--- src/rtl/motor_drv_pkg.sv ---
// Shared types and constants for the BLDC gate-drive path: phase states,
// hall-code commutation table and per-phase gate target mapping.
package motor_drv_pkg;

  localparam int         PWM_W         = 11;
  localparam logic [5:0] DEADTIME_DFLT = 6'd32;
  localparam logic [2:0] FAULT_PERIODS = 3'd4;

  typedef enum logic [1:0] {HZ, FWD, REV, BRAKE} phase_state_t;

  typedef struct packed {
    phase_state_t grn;
    phase_state_t ylw;
    phase_state_t blu;
  } phase_vec_t;

  function automatic phase_vec_t pv(input phase_state_t g, input phase_state_t y,
                                    input phase_state_t b);
    phase_vec_t v;
    v.grn = g;
    v.ylw = y;
    v.blu = b;
    return v;
  endfunction

  // hall is {Grn, Ylw, Blu}; 000 and 111 are not legal rotor positions
  function automatic phase_vec_t commutate(input logic [2:0] hall);
    phase_vec_t s;
    s = pv(HZ, HZ, HZ);
    case (hall)
      3'b101:  s = pv(FWD, REV, HZ);
      3'b100:  s = pv(FWD, HZ, REV);
      3'b110:  s = pv(HZ, FWD, REV);
      3'b010:  s = pv(REV, FWD, HZ);
      3'b011:  s = pv(REV, HZ, FWD);
      3'b001:  s = pv(HZ, REV, FWD);
      default: s = pv(HZ, HZ, HZ);
    endcase
    return s;
  endfunction

  // returns {high, low}; never both set
  function automatic logic [1:0] phase_target(input phase_state_t st, input logic p);
    logic [1:0] t;
    t = 2'b00;
    case (st)
      FWD:     t = {p, ~p};
      REV:     t = {~p, p};
      BRAKE:   t = {1'b0, p};
      default: t = 2'b00;
    endcase
    return t;
  endfunction

endpackage

--- src/rtl/nonoverlap.sv ---
// Per-phase dead-time inserter: any change of the (high, low) target holds
// both gates low for DEADTIME clocks before the new target is passed through.
module nonoverlap #(
  parameter logic [5:0] DEADTIME = 6'd32
) (
  input  logic clk,
  input  logic rst,
  input  logic target_h,
  input  logic target_l,
  output logic gate_h,
  output logic gate_l
);

  logic [1:0] r_tgt;
  logic [5:0] r_dt;
  logic       w_chg;

  assign w_chg = ({target_h, target_l} != r_tgt);

  // gates are registered, so the gap is the change cycle plus DEADTIME-1 count-down cycles
  always_ff @(posedge clk or posedge rst) begin
    if (rst) begin
      r_tgt  <= 2'b00;
      r_dt   <= 6'd0;
      gate_h <= 1'b0;
      gate_l <= 1'b0;
    end else begin
      r_tgt <= {target_h, target_l};
      if (w_chg) begin
        r_dt   <= DEADTIME - 6'd1;
        gate_h <= 1'b0;
        gate_l <= 1'b0;
      end else if (r_dt != 6'd0) begin
        r_dt   <= r_dt - 6'd1;
        gate_h <= 1'b0;
        gate_l <= 1'b0;
      end else begin
        gate_h <= target_h;
        gate_l <= target_l;
      end
    end
  end

endmodule

--- src/rtl/brushless_pwm_drv.sv ---
// Three-phase BLDC gate driver: 11-bit PWM, hall-based commutation, dead time.
// Optional sticky illegal-hall fault (hall_fault port) under `HALL_FAULT_EN.
module brushless_pwm_drv
  import motor_drv_pkg::*;
#(
  parameter logic [5:0] DEADTIME = DEADTIME_DFLT
) (
  input  logic        clk,
  input  logic        rst,
  input  logic [11:0] drv_mag,
  input  logic        hallGrn,
  input  logic        hallYlw,
  input  logic        hallBlu,
  input  logic        brake_n,
  output logic        highGrn,
  output logic        lowGrn,
  output logic        highYlw,
  output logic        lowYlw,
  output logic        highBlu,
  output logic        lowBlu,
  output logic        PWM_synch
`ifdef HALL_FAULT_EN
  ,
  output logic        hall_fault
`endif
);

  logic [PWM_W-1:0] r_cnt;
  logic [PWM_W-1:0] r_duty;
  logic [2:0]       r_sync1;
  logic [2:0]       r_sync2;
  logic [2:0]       r_hall;
  logic             w_synch;
  logic             w_p;
  logic             w_unused;
  phase_vec_t       w_state;
  logic [5:0]       w_tgt;
  logic [2:0]       w_gate_h;
  logic [2:0]       w_gate_l;

  assign w_unused  = drv_mag[0];
  assign w_synch   = (r_cnt == '1);
  assign PWM_synch = w_synch;
  assign w_p       = (r_cnt < r_duty);

  always_ff @(posedge clk or posedge rst) begin
    if (rst) begin
      r_cnt   <= '0;
      r_duty  <= '0;
      r_sync1 <= 3'b000;
      r_sync2 <= 3'b000;
      r_hall  <= 3'b000;
    end else begin
      r_cnt   <= r_cnt + 1'b1;
      r_sync1 <= {hallGrn, hallYlw, hallBlu};
      r_sync2 <= r_sync1;
      // duty and rotor position only change on period boundaries
      if (w_synch) begin
        r_duty <= drv_mag[11:1];
        r_hall <= r_sync2;
      end
    end
  end

`ifdef HALL_FAULT_EN
  logic [2:0] r_bad_cnt;
  logic       r_fault;

  always_ff @(posedge clk or posedge rst) begin
    if (rst) begin
      r_bad_cnt <= 3'd0;
      r_fault   <= 1'b0;
    end else if (w_synch) begin
      if (r_sync2 == 3'b000 || r_sync2 == 3'b111) begin
        if (r_bad_cnt == FAULT_PERIODS - 3'd1) r_fault <= 1'b1;
        else r_bad_cnt <= r_bad_cnt + 3'd1;
      end else if (!r_fault) begin
        r_bad_cnt <= 3'd0;
      end
    end
  end

  assign hall_fault = r_fault;
`endif

  always_comb begin
    w_state = commutate(r_hall);
    if (!brake_n) w_state = pv(BRAKE, BRAKE, BRAKE);
`ifdef HALL_FAULT_EN
    if (r_fault) w_state = pv(HZ, HZ, HZ);
`endif
    w_tgt = {phase_target(w_state.grn, w_p),
             phase_target(w_state.ylw, w_p),
             phase_target(w_state.blu, w_p)};
  end

  // index 2 = green, 1 = yellow, 0 = blue
  for (genvar g = 0; g < 3; g++) begin : g_phase
    nonoverlap #(.DEADTIME(DEADTIME)) u_nonoverlap (
      .clk      (clk),
      .rst      (rst),
      .target_h (w_tgt[2*g+1]),
      .target_l (w_tgt[2*g]),
      .gate_h   (w_gate_h[g]),
      .gate_l   (w_gate_l[g])
    );
  end

  assign highGrn = w_gate_h[2];
  assign lowGrn  = w_gate_l[2];
  assign highYlw = w_gate_h[1];
  assign lowYlw  = w_gate_l[1];
  assign highBlu = w_gate_h[0];
  assign lowBlu  = w_gate_l[0];

endmodule

--- config.mk ---
export PLATFORM = sky130hd
export DESIGN_NAME = brushless_pwm_drv
export DESIGN_NICKNAME = d
export VERILOG_FILES = /design/src/rtl/motor_drv_pkg.sv /design/src/rtl/nonoverlap.sv /design/src/rtl/brushless_pwm_drv.sv
export SDC_FILE = /design/constraint.sdc
export NUM_CORES = 1
export LEC_CHECK = 0
export BUFFER_PORTS_ARGS = -buffer_cell sky130_fd_sc_hd__buf_2
export CORE_UTILIZATION = 65
export CTS_BUF_LIST = sky130_fd_sc_hd__clkbuf_8
export DETAILED_ROUTE_END_ITERATION = 16
export PLACE_DENSITY = 0.86
export SLEW_MARGIN = 20
export SYNTH_ARGS = -nofsm -noshare
export SYNTH_HDL_FRONTEND = slang
export SYNTH_SLANG_ARGS = --single-unit
--- constraint.sdc ---
create_clock -name clk -period 5.5 [get_ports clk]
set_input_delay 0.55 -clock clk [delete_from_list [all_inputs] [get_ports clk]]
set_output_delay 0.55 -clock clk [all_outputs]
set_load 0.005 [all_outputs]
==> results.sh <==
export IMPL_place_congestion=0.7700
export IMPL_hold_end="r_sync1[0]$_DFF_PP0_"
export IMPL_leakage_nw=1.655
export IMPL_cts_sinks=61
export IMPL_die_y_um=71.32
export IMPL_start_kind="register"
export IMPL_grt_ovfl_total=0
export IMPL_antenna_cells=0
export IMPL_ios=25
export IMPL_rows=24
export IMPL_synth_seq_area_share_pct=48.88
export IMPL_cp_max_fo=14
export IMPL_rsz0062_at_grt="no"
export IMPL_yosys_top_cells_area="dfrtp_1 (49%), ha_1 (5.6%), nand2_1 (4.0%)"
export IMPL_netlist_area_um2=3123
export IMPL_tritoncts="yes"
export IMPL_status="finished with violations"
export IMPL_cp_required_ns=5.67
export IMPL_fp_dieW_um=71.32
export IMPL_synthArstFlopShare_pct=100.0
export IMPL_fin_nets=372
export IMPL_final_antenna_net_count=0
export IMPL_finalSetupTns_ns=0
export IMPL_synth_flop_cell="dfrtp_1"
export IMPL_clk_pin_slew_ns=0.07
export IMPL_finalClockSkew_ns=0.006836
export IMPL_clock_power_share_pct=47.7
export IMPL_ys_ff_latch=61
export IMPL_ctsResizeCount=0
export IMPL_coreArea_um2=4474
export IMPL_cap_viol_max_count=0
export IMPL_stdcell_count=397
export IMPL_worstHoldPathCells=1
export IMPL_swShare_pct=20.64
export IMPL_grt_max_degree=62
export IMPL_antenna_found_initial=0
export IMPL_track_usage_pct=26.69
export IMPL_placed_area_um2=3276
export IMPL_setup_viol=0
export IMPL_clk_latency_ns=0.33
export IMPL_grt_pass1_vias=2309
export IMPL_cts_root_buf="clkbuf_8"
export IMPL_min_period_ns=2.585
export IMPL_ir_drop_mv=0.1901
export IMPL_dieArea_um2=5086
export IMPL_cp_end_kind="register"
export IMPL_crit_arrival_ns=2.76
export IMPL_synth_top_area_share_pct=48.88
export IMPL_switching_power_uw=205.6
export IMPL_htreeDepth=3
export IMPL_n_fill_cell=292
export IMPL_placed_cells=381
export IMPL_grt_pass1_wl_um=10280
export IMPL_multi_input_area_um2=1468
export IMPL_drt_iter0_drc=142
export IMPL_power_frac_seq_pct=47.1
export IMPL_hp_start="hallBlu"
export IMPL_via_count=2386
export IMPL_drive_gt1_share_pct=16.23
export IMPL_avgRoutedWirePerCell_um=15.29
export IMPL_post_cts_buffers=0
export IMPL_viasPerCell=6.010
export IMPL_critical_path_class="reg2reg"
export IMPL_synth_top_area_cell="dfrtp_1"
export IMPL_cts_made_buffers=9
export IMPL_worst_slew_pin_slew_ns=0.7336
export IMPL_synth_edf_count=0
export IMPL_fin_area_um2=3516
export IMPL_drc=3
export IMPL_start_util_pct=69.80
export IMPL_clockBufferDepth=2
export IMPL_r2r_end="g_phase[2].u_nonoverlap.r_dt[2]$_DFFE_PP0P_"
export IMPL_fmax_mhz=386.8
export IMPL_yosysWarningCount=0
export IMPL_syn_nets=345
export IMPL_violations="DRC"
export IMPL_postCtsHoldBufs=0
export IMPL_finalHoldViolations=0
export IMPL_syn_instance_count=313
export IMPL_yosysUniqueCellTypes=55
export IMPL_yosysMostFrequentCell="dfrtp_1"
export IMPL_register_area_um2=1526
export IMPL_ff2ff_path_depth=7
export IMPL_finalCritPeriodShare_pct=47.00
export IMPL_min_path_type="in2reg"
export IMPL_rr_startpoint="r_cnt[10]$_DFF_PP0_"
export IMPL_internal_power_uw=790.7
export IMPL_avgSynthCellArea_um2=9.978
export IMPL_io_buffers=23
export IMPL_drtPass1Iterations=10
export IMPL_syn_to_final_growth_pct=12.58
export IMPL_final_max_slew_viol_count=0
export IMPL_rrSetupSlack_ns=2.91
export IMPL_power_density_nw_per_um2=283.4
export IMPL_relSlewSlack_pct=51.09
export IMPL_routed_wl_um=6071
export IMPL_synth_common_cells="dfrtp_1 (61), nand2_1 (33), inv_1 (22)"
export IMPL_pwr_share_comb_pct=5.2
export IMPL_crit_start="r_cnt[10]$_DFF_PP0_"
export IMPL_dpl_hpwl_um=4052
## power groups by stage
stage	Clock, mW	Combinational (mW)	Sequential (mW)
floorplan	0	0.0374	0.475
global placement	0	0.0492	0.476
detailed placement	0	0.0518	0.477
CTS	0.482	0.0525	0.469
global route	0.503	0.0586	0.470
finish	0.476	0.0515	0.469
## area by class of cell
type	count	share of cell area [%]
timing repair buffer	25	3.701
tap	52	1.851
inverter	23	2.456
multi-input combinational	220	41.74
clock buffer	10	3.915
sequential	61	43.42
clock inverter	6	2.918
## through the flow
step / hold WS, ns / power, mW / setup slack (ns) / util [%]
final: 0.3192 / 0.9963 / 2.915 / 78.58
after CTS: 0.3059 / 1.003 / 2.932 / 78.58
after global placement: 0.3318 / 0.5255 / 3.005 / 73.21
after detailed placement: 0.3378 / 0.5289 / 2.938 / 73.21
after global routing: 0.3066 / 1.032 / 2.743 / 78.58
after floorplan: 0.3312 / 0.5122 / 3.437 / -
## registers in the layout, summed over array words and instances (netlist names)
signal                       count
r_hall                           3
r_duty                          11
g_phase.u_nonoverlap.r_dt       18
r_sync1                          3
g_phase.u_nonoverlap.r_tgt       6
r_cnt                           11
r_sync2                          3
g_phase.u_nonoverlap.gate_h      3
g_phase.u_nonoverlap.gate_l      3
## worst max-delay path, stage by stage (launching register included)
cell and delay [ns]:
dfrtp_1 0.55, ha_1 0.42, nand4_2 0.17, nor3_4 0.27, a21oi_2 0.14, nand2_1 0.17
mux2i_1 0.53, o211ai_1 0.18
## kinds of logic (layout without fill, tap and decap cells)
family          count (synthesis)  count (layout)  synth area share (%)
fa+ha+maj                      14              14                 5.609
compound gates                 61              61                 12.78
buf+inv                        32              64                 4.126
xor+xnor                       13              13                 3.646
mux                            10              10                 3.365
simple gates                  122             122                 21.59
flops                          61              61                 48.88
## how the worst max path moves through the flow
stage / to / slack [ns] / cells past startpoint
2_1_floorplan: g_phase[0].u_nonoverlap.gate_h$_DFF_PP0_ / 3.44 / 1
3_3_place_gp: g_phase[2].u_nonoverlap.r_dt[1]$_DFFE_PP0P_ / 3.01 / 7
3_5_place_dp: g_phase[2].u_nonoverlap.r_dt[2]$_DFFE_PP0P_ / 2.94 / 7
4_1_cts: g_phase[2].u_nonoverlap.r_dt[2]$_DFFE_PP0P_ / 2.93 / 7
5_1_grt: g_phase[1].u_nonoverlap.r_dt[3]$_DFFE_PP0P_ / 2.74 / 7
6_report: g_phase[2].u_nonoverlap.r_dt[2]$_DFFE_PP0P_ / 2.91 / 7
## per-layer routing
layer	vias to the layer above	global-route usage [%]	wire length [um]
li1	1163	-	-
met1	1149	33.24	2738
met2	63	44.97	3013
met3	11	5.345	222
met4	0	12.67	97
met5	-	0	0
## cell usage in the layout, fill, tap and decap left out, drive strengths merged, types with 4 or more instances in the layout
cell,n
nand4,7
dfrtp,61
clkbuf,10
xnor2,11
buf,25
nand3,21
a21oi,17
nor2b,7
and2,4
o21ai,23
nand2,34
mux2i,6
ha,14
nor3b,4
inv,25
mux2,4
nor2,9
or3,5
nand2b,5
nor3,13
a21o,4
No activity file was read; power rests on OpenSTA's default activity.
